File: config.mk
export PLATFORM = sky130hd
export DESIGN_NAME = lif_neuron
export DESIGN_NICKNAME = d
export VERILOG_FILES = /design/src/rtl/snn_pkg.sv /design/src/rtl/lif_refrac_timer.sv /design/src/rtl/lif_neuron.sv
export SDC_FILE = /design/constraint.sdc
export NUM_CORES = 1
export LEC_CHECK = 0
export ABC_AREA = 1
export CORE_MARGIN = 2
export CORE_UTILIZATION = 45
export DETAILED_ROUTE_END_ITERATION = 12
export PLACE_DENSITY = 0.67
export SKIP_CTS_REPAIR_TIMING = 1
export SYNTH_ARGS = -nofsm -noshare
export SYNTH_HDL_FRONTEND = slang
export SYNTH_SLANG_ARGS = --single-unit
File: constraint.sdc
create_clock -name clk -period 4 [get_ports clk]
set_clock_uncertainty 0.15 [all_clocks]
set_input_delay 1.2 -clock clk [delete_from_list [all_inputs] [get_ports clk]]
set_output_delay 1.2 -clock clk [all_outputs]
set_load 0.01 [all_outputs]
File: src/rtl/snn_pkg.sv
// Shared definitions for the spiking-neural-network stages.
//   lif_state_t : neuron FSM states (INTEG, REFRAC)
//   SNN_W_W     : default synaptic weight width
//   SNN_POT_W   : default membrane potential width
//   sat_add     : unsigned add clamped to a caller-supplied maximum
package snn_pkg;

    localparam int SNN_W_W   = 4;
    localparam int SNN_POT_W = 8;

    typedef enum logic {
        INTEG  = 1'b0,
        REFRAC = 1'b1
    } lif_state_t;

    // Both operands are zero-extended to 33 bits, so the sum cannot wrap
    // before it is compared against the ceiling.
    function automatic logic [31:0] sat_add(input logic [31:0] a,
                                            input logic [31:0] b,
                                            input logic [31:0] max);
        logic [32:0] sum;
        sum = {1'b0, a} + {1'b0, b};
        if (sum > {1'b0, max})
            return max;
        return sum[31:0];
    endfunction

endpackage

File: src/rtl/lif_refrac_timer.sv
// Loadable refractory down-counter.
//   clk  : clock
//   rst  : synchronous active-high reset (counter to 0)
//   load : load the counter with REFRAC
//   done : high during the last refractory cycle (counter == 1)
// The counter idles at 0; done is a one-cycle pulse per load when REFRAC >= 1.
module lif_refrac_timer #(
    parameter int REFRAC = 2
) (
    input  logic clk,
    input  logic rst,
    input  logic load,
    output logic done
);

    localparam int TW = (REFRAC > 1) ? $clog2(REFRAC + 1) : 1;

    logic [TW-1:0] cnt;

    always_ff @(posedge clk) begin
        if (rst)
            cnt <= '0;
        else if (load)
            cnt <= TW'(REFRAC);
        else if (cnt != '0)
            cnt <= cnt - TW'(1);
    end

    assign done = (cnt == TW'(1));

endmodule

File: src/rtl/lif_neuron.sv
// Leaky integrate-and-fire neuron.
//   clk         : clock, rising edge
//   rst         : synchronous active-high reset
//   in_valid    : in_weight is meaningful this cycle
//   in_weight   : unsigned excitatory weight from the upstream gate
//   spike       : registered one-cycle firing pulse
//   potential   : registered membrane potential
//   refractory  : high while the neuron is refractory
//   spike_count : saturating count of spikes since reset
//
// state  | meaning
// -------+-----------------------------------------------------------
// INTEG  | integrating: leak, add weight, fire on reaching THRESH
// REFRAC | refractory: inputs dropped, potential held at 0
module lif_neuron import snn_pkg::*; #(
    parameter int IN_W   = SNN_W_W,
    parameter int POT_W  = SNN_POT_W,
    parameter int THRESH = 16,
    parameter int LEAK   = 1,
    parameter int REFRAC = 2,
    parameter int CNT_W  = 8
) (
    input  logic             clk,
    input  logic             rst,
    input  logic             in_valid,
    input  logic [IN_W-1:0]  in_weight,
    output logic             spike,
    output logic [POT_W-1:0] potential,
    output logic             refractory,
    output logic [CNT_W-1:0] spike_count
);

    localparam logic [POT_W-1:0] LEAK_V   = POT_W'(LEAK);
    localparam logic [POT_W-1:0] THRESH_V = POT_W'(THRESH);
    localparam logic [31:0]      POT_MAX  = 32'({POT_W{1'b1}});

    lif_state_t       state;
    logic             timer_done;
    logic             accept;
    logic             fire;
    logic [POT_W-1:0] leaked;
    logic [IN_W-1:0]  w_eff;
    logic [POT_W-1:0] v_next;
    logic [31:0]      sum_sat;

    // The edge that ends the last refractory cycle already integrates;
    // potential is 0 there, so the normal datapath applies unchanged.
    assign accept = (state == INTEG) || timer_done;

    assign leaked  = (potential >= LEAK_V) ? (potential - LEAK_V) : '0;
    assign w_eff   = in_valid ? in_weight : '0;
    assign sum_sat = sat_add(32'(leaked), 32'(w_eff), POT_MAX);
    assign v_next  = sum_sat[POT_W-1:0];
    assign fire    = accept && (v_next >= THRESH_V);

    lif_refrac_timer #(
        .REFRAC (REFRAC)
    ) u_timer (
        .clk  (clk),
        .rst  (rst),
        .load (fire && (REFRAC > 0)),
        .done (timer_done)
    );

    always_ff @(posedge clk) begin
        if (rst) begin
            state       <= INTEG;
            potential   <= '0;
            spike       <= 1'b0;
            spike_count <= '0;
        end else begin
            spike <= 1'b0;
            if (accept) begin
                if (fire) begin
                    potential <= '0;
                    spike     <= 1'b1;
                    if (spike_count != {CNT_W{1'b1}})
                        spike_count <= spike_count + CNT_W'(1);
                    state <= (REFRAC > 0) ? snn_pkg::REFRAC : INTEG;
                end else begin
                    potential <= v_next;
                    state     <= INTEG;
                end
            end else begin
                potential <= '0;
            end
        end
    end

    assign refractory = (state == snn_pkg::REFRAC);

endmodule

==> results.json <==
{
  "outcome": "complete, no violations",
  "syn_to_final_growth_pct": 24.83,
  "ys_seq_elements": 20,
  "vias_per_cell": 4.864,
  "io_pins": 25,
  "setup_viol": 0,
  "fmaxAchievable_ghz": 0.2836,
  "detailroute.via_count": 1177,
  "synth.yosys.seq_area_share": 0.3128,
  "commonest_cells_after_routing_fill_and_taps_aside": "sky130_fd_sc_hd__nand2_1, sky130_fd_sc_hd__inv_1, sky130_fd_sc_hd__clkdlybuf4s50_1, sky130_fd_sc_hd__nor2_1, sky130_fd_sc_hd__dfxtp_1",
  "worst_hold_path_type": "reg2reg",
  "fin_util": 0.5844,
  "antenna_fix_cells": 0,
  "synth_top_area_share": 0.3128,
  "cts_buf_count": 3,
  "clock_path_buffers": 2,
  "synth_area_um2": 1280,
  "num-nets-final": 227,
  "power_density_nw_per_um2": 520.3,
  "maxCapViolations": 0,
  "post-route-min-period_ns": 3.526,
  "groute.usage.overall": 0.1696,
  "place.gp.congestion": 0.7983,
  "final_critical_path_setup_slack_ns": 0.4736,
  "firstDrtPassIters": 4,
  "path_clk_slew_ns": 0.10,
  "layout_commonest_cell": "sky130_fd_sc_hd__nand2_1",
  "route.detailed.drc": 0,
  "grt_pass1_wl_mm": 4.471,
  "die_h_um": 57.33,
  "yosys_warnings": 0,
  "tritoncts_clock_tree": "yes",
  "port_buffers": 24,
  "cp.arrival_ns": 3.61,
  "irDropWorstVdd_v": 0.0003268,
  "cts.sink_count": 20,
  "crit_fanout": 9,
  "fillers": 259,
  "postRouteAntennaNets": 0,
  "timing.critical_path.from_type": "primary input",
  "synthDistinctLibCells": 23,
  "insertion_delay_ns": 0.30,
  "global_route.overflow_total": 0,
  "pre_cts_slack_ns": 0.1361,
  "initial_core_util": 0.4682,
  "grt_setup_unrepaired": "false",
  "seqCellArea_um2": 400.4,
  "drt_first_iter_violations": 40,
  "antenna_found_initial": 0,
  "synthCells": 182,
  "detail_route.wirelength_mm": 2.562,
  "synth.avg_cell_area_um2": 7.033,
  "floorplan.core_area_um2": 2734,
  "placementRows": 19,
  "setup_tns_ns": 0,
  "static-leakage-power_nw": 0.7636,
  "drive_above_1_share": 0.08057,
  "report.final.slew_viol_count": 0,
  "cts_max_level": 1,
  "multi_input_area_um2": 780.7,
  "maximum_number_of_pins_on_one_net_before_global_route_repair": 12,
  "die_width_um": 57.33,
  "hpwl_mm": 2.102,
  "required_ns": 4.08,
  "route.detailed.wl_per_inst_um": 10.59,
  "design_power_total_mw": 0.8314,
  "synthDominantAreaCellType": "sky130_fd_sc_hd__dfxtp_1",
  "cts_root_buf": "sky130_fd_sc_hd__clkbuf_4",
  "setup.worst_path.end_class": "flip-flop",
  "crit_type": "in2reg",
  "final_hold_viol_count": 0,
  "period_share": 0.8816,
  "die-area_um2": 3287,
  "synth.area.top_cells": "sky130_fd_sc_hd__dfxtp_1, sky130_fd_sc_hd__nand2_1, sky130_fd_sc_hd__inv_1, sky130_fd_sc_hd__ha_1, sky130_fd_sc_hd__nor2_1",
  "grt_pass1_vias": 1036
}
-- worst paths after layout --
| kind | startpoint | end | slack [ns] | depth (start not counted) |
|---|---|---|---|---|
| worst max-delay path | in_valid | potential[0] | 0.47 | 14 |
| worst min-delay path | u_timer.cnt[0] | u_timer.cnt[0] | 0.31 | 1 |
| worst max register to register | potential[0] | potential[0] | 0.79 | 16 |
| worst min register to register | u_timer.cnt[0] | u_timer.cnt[0] | 0.31 | 1 |
-- report_power, final --
part	switching [mW]	leakage [nW]	internal, mW
Combinational	0.265	0.578	0.189
Clock	0.0598	0.0210	0.0555
Sequential	0.0321	0.165	0.230
Total	0.357	0.764	0.474
-- Yosys cell counts --
library cell,count
sky130_fd_sc_hd__nand2_1,45
sky130_fd_sc_hd__nand2_2,2
sky130_fd_sc_hd__a21oi_1,10
sky130_fd_sc_hd__xnor2_1,5
sky130_fd_sc_hd__dfxtp_1,20
sky130_fd_sc_hd__buf_1,1
sky130_fd_sc_hd__nor2_2,2
sky130_fd_sc_hd__conb_1,1
sky130_fd_sc_hd__buf_2,1
sky130_fd_sc_hd__fa_1,1
sky130_fd_sc_hd__nand3_4,2
sky130_fd_sc_hd__nor2_4,2
sky130_fd_sc_hd__nand2_4,1
sky130_fd_sc_hd__xor2_1,5
sky130_fd_sc_hd__nand4_1,12
sky130_fd_sc_hd__ha_1,7
sky130_fd_sc_hd__nand3_2,3
sky130_fd_sc_hd__o21ai_0,1
sky130_fd_sc_hd__nor3_1,1
sky130_fd_sc_hd__inv_1,27
sky130_fd_sc_hd__nand3_1,10
sky130_fd_sc_hd__nor2_1,22
sky130_fd_sc_hd__nor3_2,1
-- sequential cells by signal, summed over array words and instances, names as in the netlist --
name,flops
spike_count,8
refractory,1
spike,1
u_timer.cnt,2
potential,8
-- worst max-delay path, stage by stage --
cell and delay [ns]:
sky130_fd_sc_hd__clkdlybuf4s50_1 0.46, sky130_fd_sc_hd__nand2_1 0.08, sky130_fd_sc_hd__inv_1 0.04, sky130_fd_sc_hd__ha_1 0.22, sky130_fd_sc_hd__fa_1 0.44, sky130_fd_sc_hd__a21oi_1 0.13
sky130_fd_sc_hd__o21ai_0 0.15, sky130_fd_sc_hd__xnor2_1 0.18, sky130_fd_sc_hd__inv_1 0.06, sky130_fd_sc_hd__nor2_2 0.14, sky130_fd_sc_hd__nand3_4 0.16, sky130_fd_sc_hd__nand2_4 0.12
sky130_fd_sc_hd__nand3_2 0.11, sky130_fd_sc_hd__nor2_1 0.12
-- logic make-up (layout without fill, tap and decap cells) --
family                     count (synthesis)  count (layout)  share of synthesized area
other                                      1               4                   0.002930
buffers and inverters                     29              55                    0.08602
AOI/OAI and AO/OA                         11              11                    0.04301
and+or+nand+nor                          103             103                     0.4027
adders and majority gates                  8               8                    0.08406
xor gates and xnor gates                  10              10                    0.06842
DFF                                       20              20                     0.3128
-- stage by stage --
step	hold slack (ns)	instance area, µm²	cells
2_1_floorplan	0.2791	1291	185
3_3_place_gp	0.2905	1562	238
3_5_place_dp	0.2977	1562	238
4_1_cts	0.3113	1598	242
5_1_grt	0.3218	1598	242
6_report	0.3063	1598	242
-- layout make-up --
class / count / area share
clock buffers: 4 / 0.02271
well taps: 31 / 0.02428
flip-flops and latches: 20 / 0.2506
repair buffers: 24 / 0.1504
inverters: 27 / 0.06343
multi-input cells: 136 / 0.4886
-- routing by layer --
metal	track usage	share of wire
met1	0.2426	0.50
met2	0.2627	0.47
met3	0.02721	0.023
met4	0.05316	0.0078
met5	0	0
Note: power is estimated with default switching activity, not from simulation.
